<file path="config.mk">
export PLATFORM = sky130hd
export DESIGN_NAME = data_ram_arbiter_flat
export DESIGN_NICKNAME = d
export VERILOG_FILES = /design/src/rtl/data_ram_arbiter_if.sv /design/src/rtl/data_ram_arbiter.sv /design/src/flat_wrapper.sv
export SDC_FILE = /design/constraint.sdc
export NUM_CORES = 1
export LEC_CHECK = 0
export CAP_MARGIN = 40
export CORE_UTILIZATION = 37
export CTS_CLUSTER_DIAMETER = 30
export DETAILED_ROUTE_END_ITERATION = 12
export GPL_TIMING_DRIVEN = 0
export PLACE_DENSITY = 0.86
export SLEW_MARGIN = 20
export SYNTH_ARGS = -nofsm -noshare
export SYNTH_HDL_FRONTEND = slang
export SYNTH_SLANG_ARGS = --single-unit
</file>
<file path="constraint.sdc">
create_clock -name clk -period 5.5 [get_ports clk]
set_input_delay 1.1 -clock clk [delete_from_list [all_inputs] [get_ports clk]]
set_output_delay 1.1 -clock clk [all_outputs]
set_load 0.01 [all_outputs]
</file>
<file path="src/rtl/data_ram_arbiter_if.sv">
// Requester-side bus for one port of the data RAM arbiter.
//   req/we/lock/addr/wdata : request fields, held stable until gnt
//   gnt                    : combinational accept
//   rvalid/rdata/err       : registered response, one cycle after gnt
// master = requester, slave = arbiter.
interface data_ram_arbiter_if #(
  parameter int N = 10,
  parameter int M = 32
);
  logic         req;
  logic         we;
  logic         lock;
  logic [N-1:0] addr;
  logic [M-1:0] wdata;
  logic         gnt;
  logic         rvalid;
  logic [M-1:0] rdata;
  logic         err;

  modport master (output req, we, lock, addr, wdata,
                  input  gnt, rvalid, rdata, err);
  modport slave  (input  req, we, lock, addr, wdata,
                  output gnt, rvalid, rdata, err);
endinterface

</file>
<file path="src/rtl/data_ram_arbiter.sv">
// Two-port round-robin arbiter/sequencer for a single-port data RAM
// (combinational read, synchronous write).
//   clk, rst          : clock, async active-low reset
//   r0, r1            : requester ports (r0 = load/store unit, r1 = debug/DMA)
//   ram_we/addr/wdata : RAM command, driven from the granted port
//   ram_rdata         : RAM combinational read data
// A granted access with lock=1 keeps the RAM for that port until it issues
// an access with lock=0. Misaligned accesses are answered with err=1,
// rdata=0 and leave both the RAM and the lock state untouched.

// Per-port response register: captures read data / error at the grant edge
// and holds them until the next response to the same port.
module data_ram_arbiter_rsp #(
  parameter int M = 32
) (
  input  logic         clk,
  input  logic         rst,
  input  logic         gnt,
  input  logic         mis,
  input  logic [M-1:0] ram_rdata,
  output logic         rvalid,
  output logic [M-1:0] rdata,
  output logic         err
);
  logic         rvalid_d, rvalid_q;
  logic [M-1:0] rdata_d, rdata_q;
  logic         err_d, err_q;

  always_comb begin
    rvalid_d = gnt;
    rdata_d  = rdata_q;
    err_d    = err_q;
    if (gnt) begin
      // pre-write word is returned on writes too, so a locked pair can swap
      rdata_d = mis ? '0 : ram_rdata;
      err_d   = mis;
    end
  end

  always_ff @(posedge clk or negedge rst) begin
    if (!rst) begin
      rvalid_q <= 1'b0;
      rdata_q  <= '0;
      err_q    <= 1'b0;
    end else begin
      rvalid_q <= rvalid_d;
      rdata_q  <= rdata_d;
      err_q    <= err_d;
    end
  end

  assign rvalid = rvalid_q;
  assign rdata  = rdata_q;
  assign err    = err_q;
endmodule

module data_ram_arbiter #(
  parameter int N = 10,
  parameter int M = 32
) (
  input  logic                clk,
  input  logic                rst,
  data_ram_arbiter_if.slave   r0,
  data_ram_arbiter_if.slave   r1,
  output logic                ram_we,
  output logic [N-1:0]        ram_addr,
  output logic [M-1:0]        ram_wdata,
  input  logic [M-1:0]        ram_rdata
);
  localparam int NP = 2;

  typedef enum logic [1:0] {UNLOCKED, LOCK0, LOCK1} state_e;

  state_e state_d, state_q;
  logic   last_d, last_q;

  logic [NP-1:0]        req, we, lock, gnt;
  logic [NP-1:0][N-1:0] addr;
  logic [NP-1:0][M-1:0] wdata;
  logic [NP-1:0][M-1:0] rdata;
  logic [NP-1:0]        rvalid, err;
  logic                 sel, mis;

  assign req   = {r1.req,   r0.req};
  assign we    = {r1.we,    r0.we};
  assign lock  = {r1.lock,  r0.lock};
  assign addr  = {r1.addr,  r0.addr};
  assign wdata = {r1.wdata, r0.wdata};

  always_comb begin
    gnt = '0;
    unique case (state_q)
      LOCK0:   gnt[0] = req[0];
      LOCK1:   gnt[1] = req[1];
      default: begin
        if (&req) gnt = last_q ? 2'b01 : 2'b10;
        else      gnt = req;
      end
    endcase

    // sel falls back to port 0 when idle, which is what ram_addr shows then
    sel = gnt[1];
    mis = (addr[sel][1:0] != 2'b00);

    state_d = state_q;
    last_d  = last_q;
    if (|gnt) begin
      last_d = sel;
      if (!mis) begin
        if (lock[sel]) state_d = sel ? LOCK1 : LOCK0;
        else           state_d = UNLOCKED;
      end
    end
  end

  always_ff @(posedge clk or negedge rst) begin
    if (!rst) begin
      state_q <= UNLOCKED;
      last_q  <= 1'b1;          // port 0 wins the first contention
    end else begin
      state_q <= state_d;
      last_q  <= last_d;
    end
  end

  assign ram_addr  = addr[sel];
  assign ram_wdata = wdata[sel];
  assign ram_we    = rst & (|gnt) & we[sel] & ~mis;

  for (genvar i = 0; i < NP; i++) begin : g_rsp
    data_ram_arbiter_rsp #(.M(M)) u_rsp (
      .clk      (clk),
      .rst      (rst),
      .gnt      (gnt[i]),
      .mis      (mis),
      .ram_rdata(ram_rdata),
      .rvalid   (rvalid[i]),
      .rdata    (rdata[i]),
      .err      (err[i])
    );
  end

  assign r0.gnt    = gnt[0];
  assign r1.gnt    = gnt[1];
  assign r0.rvalid = rvalid[0];
  assign r1.rvalid = rvalid[1];
  assign r0.rdata  = rdata[0];
  assign r1.rdata  = rdata[1];
  assign r0.err    = err[0];
  assign r1.err    = err[1];
endmodule

</file>
<file path="src/flat_wrapper.sv">
// flat-port wrapper written by rule: the top's interface ports become plain ports
module data_ram_arbiter_flat 
#(
  parameter int N = 10,
  parameter int M = 32
)
  (clk, rst, ram_we, ram_addr, ram_wdata, ram_rdata, r0_req, r0_we, r0_lock, r0_addr, r0_wdata, r0_gnt, r0_rvalid, r0_rdata, r0_err, r1_req, r1_we, r1_lock, r1_addr, r1_wdata, r1_gnt, r1_rvalid, r1_rdata, r1_err);
  data_ram_arbiter_if #(.N(N), .M(M)) r0_i ();
  data_ram_arbiter_if #(.N(N), .M(M)) r1_i ();
  input  logic clk;
  input  logic rst;
  output logic ram_we;
  output logic [N-1:0] ram_addr;
  output logic [M-1:0] ram_wdata;
  input  logic [M-1:0] ram_rdata;
  input wire logic [$bits(r0_i.req)-1:0] r0_req;
  input wire logic [$bits(r0_i.we)-1:0] r0_we;
  input wire logic [$bits(r0_i.lock)-1:0] r0_lock;
  input wire logic [$bits(r0_i.addr)-1:0] r0_addr;
  input wire logic [$bits(r0_i.wdata)-1:0] r0_wdata;
  output wire logic [$bits(r0_i.gnt)-1:0] r0_gnt;
  output wire logic [$bits(r0_i.rvalid)-1:0] r0_rvalid;
  output wire logic [$bits(r0_i.rdata)-1:0] r0_rdata;
  output wire logic [$bits(r0_i.err)-1:0] r0_err;
  input wire logic [$bits(r1_i.req)-1:0] r1_req;
  input wire logic [$bits(r1_i.we)-1:0] r1_we;
  input wire logic [$bits(r1_i.lock)-1:0] r1_lock;
  input wire logic [$bits(r1_i.addr)-1:0] r1_addr;
  input wire logic [$bits(r1_i.wdata)-1:0] r1_wdata;
  output wire logic [$bits(r1_i.gnt)-1:0] r1_gnt;
  output wire logic [$bits(r1_i.rvalid)-1:0] r1_rvalid;
  output wire logic [$bits(r1_i.rdata)-1:0] r1_rdata;
  output wire logic [$bits(r1_i.err)-1:0] r1_err;
  assign r0_i.req = r0_req;
  assign r0_i.we = r0_we;
  assign r0_i.lock = r0_lock;
  assign r0_i.addr = r0_addr;
  assign r0_i.wdata = r0_wdata;
  assign r0_gnt = r0_i.gnt;
  assign r0_rvalid = r0_i.rvalid;
  assign r0_rdata = r0_i.rdata;
  assign r0_err = r0_i.err;
  assign r1_i.req = r1_req;
  assign r1_i.we = r1_we;
  assign r1_i.lock = r1_lock;
  assign r1_i.addr = r1_addr;
  assign r1_i.wdata = r1_wdata;
  assign r1_gnt = r1_i.gnt;
  assign r1_rvalid = r1_i.rvalid;
  assign r1_rdata = r1_i.rdata;
  assign r1_err = r1_i.err;
  data_ram_arbiter #(.N(N), .M(M)) u_core (.clk(clk), .rst(rst), .r0(r0_i), .r1(r1_i), .ram_we(ram_we), .ram_addr(ram_addr), .ram_wdata(ram_wdata), .ram_rdata(ram_rdata));
endmodule
</file>
# Word level (Yosys, flattened, before mapping)
# Index checks and enable logic that the tools add are counted.
# word_totals
regBits	71
inputBits	124
output_inout_bits	113
wordCells	34
# classes
magnitude_cmp	1
n_eq_ne	2
mux	15
n_bitwise	4
n_reduce_logical	4
# ops
cell	n
2-to-1 mux 32 bit	3
2-to-1 mux 10 bit	2
2-to-1 mux 2 bit	4
2-to-1 mux 1 bit	4
one-hot mux 1 bit (2 select lines)	2
AND reduction 2 bit	2
bitwise AND 1 bit	3
equality test 2 x 1 -> 1 bit (second input constant)	1
equality test 2 bit (second input constant)	1
less-than comparator 1 x 2 -> 1 bit (second input constant)	1
nonzero test 2 bit	1
OR reduction 2 bit	1
inverter 1 bit	1

# Longest topological paths before layout
# logic_depth
depth_word	8
depth_mapped	9
mapped_depth_nobuf	7

# Modules after synthesis
# A second synthesis with hierarchy kept.
# unflattened
hier_cells	360
area_unflattened_um2	3933.8
# by_module_without_submodules
mod	instances	cells_per_inst	area_each_um2	seq_area_each_um2
data_ram_arbiter_rsp	2	141	1465.2	850.8
data_ram_arbiter	1	78	1003.5	76.3

# Worst setup path after synthesis
# No wires, ideal clock.
# synth_timing
path_type	input port to output port
startpoint	input r1_req
endpoint	output ram_addr[0]
arrival_time_ps	1978
t_required_ps	4400
path_slack_ps	2422
path_stages	6
n_path_buf	1
path_cell_list	o21a_1 nand2_1 inv_2 clkbuf_1 nand2_1 nand2_1
# synth_between
elab_chain_len	5
# synth_lines
element	line_no	text
start, declared	flat_wrapper.sv:25	input wire logic [$bits(r1_i.req)-1:0] r1_req;
AND reduction 2 bit	data_ram_arbiter.sv:96	if (&req) gnt = last_q ? 2'b01 : 2'b10;
2-to-1 mux 2 bit	data_ram_arbiter.sv:96	
one-hot mux 1 bit (2 select lines) *	data_ram_arbiter.sv:92	unique case (state_q)
net r1_gnt	flat_wrapper.sv:30	output wire logic [$bits(r1_i.gnt)-1:0] r1_gnt;
2-to-1 mux 10 bit *	--	
2-to-1 mux 10 bit (implied by the code) *	data_ram_arbiter.sv:126	assign ram_addr = addr[sel];
end, declared	flat_wrapper.sv:13	output logic [N-1:0] ram_addr;
# The timed path passes the listed nets; every way through them passes the cells marked *. The select of a mux whose other input is x is not followed.

# Final worst setup path
# layout_timing
startpoint	input r1_req
endpoint	output ram_addr[6]
# layout_between
elab_chain_len	5
# layout_lines
element	line_no
AND reduction 2 bit	data_ram_arbiter.sv:96
2-to-1 mux 2 bit	data_ram_arbiter.sv:96
one-hot mux 1 bit (2 select lines) *	data_ram_arbiter.sv:92
2-to-1 mux 10 bit *	--
2-to-1 mux 10 bit (implied by the code) *	data_ram_arbiter.sv:126
# Every way passes the cells marked *; elsewhere a longest branch is shown, timed or not. The select of a mux whose other input is x is not followed.

==> insert_results.sql <==
INSERT INTO impl_metrics (metric_group, metric, value, unit) VALUES
('status', 'result_of_the_run', 'finished, final reports clean', ''),
('route', 'drtAntennaViolNets', '0', ''),
('placement', 'dp.cells', '722', ''),
('finish', 'final-instance-count-excl-fill', '737', ''),
('finish', 'area_growth', '83.30', '%'),
('finish', 'nNetsFinal', '754', ''),
('setup_path', 'count_of_buffering_cells_on_the_critical_path_with_inverters_included', '5', ''),
('sta', 'hold_viol_final', '0', ''),
('setup_path', 'path_common_cell', 'sky130_fd_sc_hd__nand2_1', ''),
('logic_synthesis', 'synth_async_sr_flop_share', '100.0', '%'),
('sta', 'final.period_utilization', '79.28', '%'),
('sta', 'fmaxAchievable', '0.2293', 'GHz'),
('logic_synthesis', 'synth-seq-cells', '71', ''),
('logic_synthesis', 'nets_in_the_synthesized_netlist', '506', ''),
('global_routing', 'via_count_of_the_first_global_routing_pass', '3413', ''),
('global_routing', 'grt_first_pass_wirelength', '17.20', 'mm'),
('placement', 'port_buffers', '236', ''),
('setup_path', 'critical_path.startpoint_type', 'primary input', ''),
('sta', 'setup_ws', '1.139', 'ns'),
('finish', 'post-route-util', '71.28', '%'),
('finish', 'regArea', '1778', 'µm²'),
('job', 'timing.max_cap.violations', '0', ''),
('pwr', 'vdd_ir_max', '0.2704', 'mV'),
('pwr', 'power.static_leakage', '0.002860', 'µW'),
('route', 'avgViaCountPerCell', '4.867', ''),
('setup_path', 'setup.worst_path.class', 'primary input to output pin', ''),
('setup_path', 'reg2reg_to', 'u_core.g_rsp[1].u_rsp.rdata[23]', ''),
('setup_path', 'rr_startpoint', 'u_core.state_q[0]', ''),
('die', 'die_area', '9188', 'µm²'),
('global_routing', 'globalRouteTotalUtil', '25.03', '%'),
('finish', 'antennaDiodeCount', '0', ''),
('route', 'drc', '0', ''),
('route', 'routed_wirelength', '11.84', 'mm'),
('logic_synthesis', 'synth.yosys.seq_area_share', '54.55', '%'),
('global_routing', 'overflow', '0', ''),
('route', 'detailedRoute.firstPassIterationCount', '5', ''),
('logic_synthesis', 'synth-edff-count', '0', ''),
('die', 'core.rowCount', '33', ''),
('setup_path', 'worst-endpoint-required', '4.40', 'ns'),
('clock_tree', 'cts_tree', 'built', ''),
('setup_path', 'r2r.worst_path.cells', '8', ''),
('route', 'routedWlPerCell', '16.06', 'µm'),
('placement', 'place_ws', '1.134', 'ns'),
('die', 'chipHeight', '95.86', 'µm'),
('logic_synthesis', 'ys_top_cells_by_count', 'sky130_fd_sc_hd__nand2_1 (195), sky130_fd_sc_hd__dfrtp_1 (70), sky130_fd_sc_hd__nand3_1 (34)', ''),
('hold_path', 'hold_path.startpoint', 'u_core.g_rsp[1].u_rsp.rdata[26]', ''),
('die', 'fp.dieW', '95.86', 'µm'),
('logic_synthesis', 'ys.warnings.count', '0', ''),
('global_routing', 'grt_max_degree', '59', ''),
('setup_path', 'endpoint_kind_of_the_worst_setup_timing_path', 'output pin', ''),
('logic_synthesis', 'synth_largest_area_cell', 'sky130_fd_sc_hd__dfrtp_1', ''),
('setup_path', 'worstPathCellList', 'clkdlybuf4s50_1 > o21a_1 > nand2_1 > inv_2 > buf_2 > buf_2 > nand2_1 > nand2_1 > clkdlybuf4s50_1', ''),
('logic_synthesis', 'syn_inst_count', '380', ''),
('sta', 'min_period', '4.361', 'ns'),
('setup_path', 'critical-path-top-delay-family', 'buffers and inverters', ''),
('route', 'drt_first_iter_violations', '118', ''),
('logic_synthesis', 'yosys_most_used_dff', 'sky130_fd_sc_hd__dfrtp_1', ''),
('sta', 'skew', '0.008734', 'ns'),
('sta', 'drv_slew', '0', ''),
('finish', 'drive_gt1_share', '6.329', '%'),
('sta', 'worstMarginPinSlew', '0.5120', 'ns'),
('clock_tree', 'postCtsHoldBufs', '0', ''),
('placement', 'dp_hpwl', '9.281', 'mm'),
('die', 'initial_core_util', '38.89', '%'),
('setup_path', 'reg2reg_slack', '3.54', 'ns'),
('placement', 'globalplace.congestion', '0.7429', ''),
('logic_synthesis', 'syn_area_per_cell', '8.577', 'µm²'),
('pwr', 'cellPowerDensity', '526.9', 'nW/µm²'),
('setup_path', 'worstPathArrival', '3.26', 'ns'),
('clock_tree', 'numCtsBuffers', '9', ''),
('clock_tree', 'clock_pin_slew_worst_setup_and_hold_paths', '0.07', 'ns');
per-stage QoR:
stage | hold slack [ns] | TNS, ns
2_1_floorplan | 0.4467 | 0
3_3_place_gp | 0.4496 | -0.3094
3_5_place_dp | 0.4554 | 0
4_1_cts | 0.4699 | 0
5_1_grt | 0.4886 | 0
6_report | 0.4684 | 0
report_power, final:
group | total [µW] | switching [µW] | internal, µW
Combinational | 1850 | 880 | 969
Sequential | 888 | 135 | 753
Clock | 411 | 192 | 219
layout by cell type, fill, tap and decap left out, types with 2 or more instances in the layout:
cell                              Yosys  final
sky130_fd_sc_hd__clkdlybuf4s50_1      0    235
sky130_fd_sc_hd__nand2_1            195    195
sky130_fd_sc_hd__dfrtp_1             70     70
sky130_fd_sc_hd__nand3_1             34     34
sky130_fd_sc_hd__a22o_1              33     33
sky130_fd_sc_hd__buf_2               15     15
sky130_fd_sc_hd__clkbuf_8             0     10
sky130_fd_sc_hd__clkbuf_1             8      8
sky130_fd_sc_hd__inv_1                3      3
sky130_fd_sc_hd__buf_6                3      3
sky130_fd_sc_hd__o21a_1               2      2
sky130_fd_sc_hd__inv_2                2      2
sky130_fd_sc_hd__o21ai_1              2      2
sky130_fd_sc_hd__ha_1                 2      2
sky130_fd_sc_hd__clkinvlp_4           0      2
how the worst max path moves through the flow:
stage / from / end / slack [ns]
6_report: r1_req / ram_addr[6] / 1.14
2_1_floorplan: r1_req / ram_addr[0] / 2.42
3_3_place_gp: rst / ram_we / -0.31
3_5_place_dp: r1_req / ram_wdata[30] / 1.13
5_1_grt: r1_req / ram_wdata[30] / 0.95
4_1_cts: r1_req / ram_wdata[30] / 1.13
routing by layer:
layer / wire length, µm / vias to the layer above / track usage, %
met2: 6130 / 133 / 44.46
met5: 0 / - / 0
met4: 98 / 0 / 4.478
met1: 4707 / 1712 / 29.62
met3: 899 / 8 / 8.452
li1: - / 1734 / -
worst reg2reg max path, stage by stage, from the launching register on:
cell and delay (ns):
sky130_fd_sc_hd__dfrtp_1 0.38, sky130_fd_sc_hd__inv_1 0.06, sky130_fd_sc_hd__ha_1 0.32, sky130_fd_sc_hd__o21a_1 0.19, sky130_fd_sc_hd__nand2_1 0.14, sky130_fd_sc_hd__inv_2 0.15
sky130_fd_sc_hd__clkbuf_1 0.41, sky130_fd_sc_hd__nand3_1 0.16, sky130_fd_sc_hd__nand2_1 0.10
flip-flops by register name, summed over array words and instances (netlist names):
signal,flops
u_core.g_rsp.u_rsp.err,2
u_core.last_q,1
u_core.state_q,2
u_core.g_rsp.u_rsp.rdata,64
u_core.g_rsp.u_rsp.rvalid,2
area by class of cell:
class / instances / share of cell area [%]
timing repair buffer: 237 / 39.96
sequential: 71 / 29.76
multi-input combinational: 278 / 22.16
buffer: 26 / 2.325
clock buffer: 10 / 2.304
tap: 105 / 2.199
clock inverter: 5 / 0.9843
inverter: 5 / 0.3141
logic make-up after synthesis:
group | synth area share [%]
buffers and inverters | 4.837
AOI/OAI and AO/OA | 11.59
and+or+nand+nor | 28.25
adders and majority gates | 0.7676
DFF | 54.55
(Power assumes the default switching activity.)
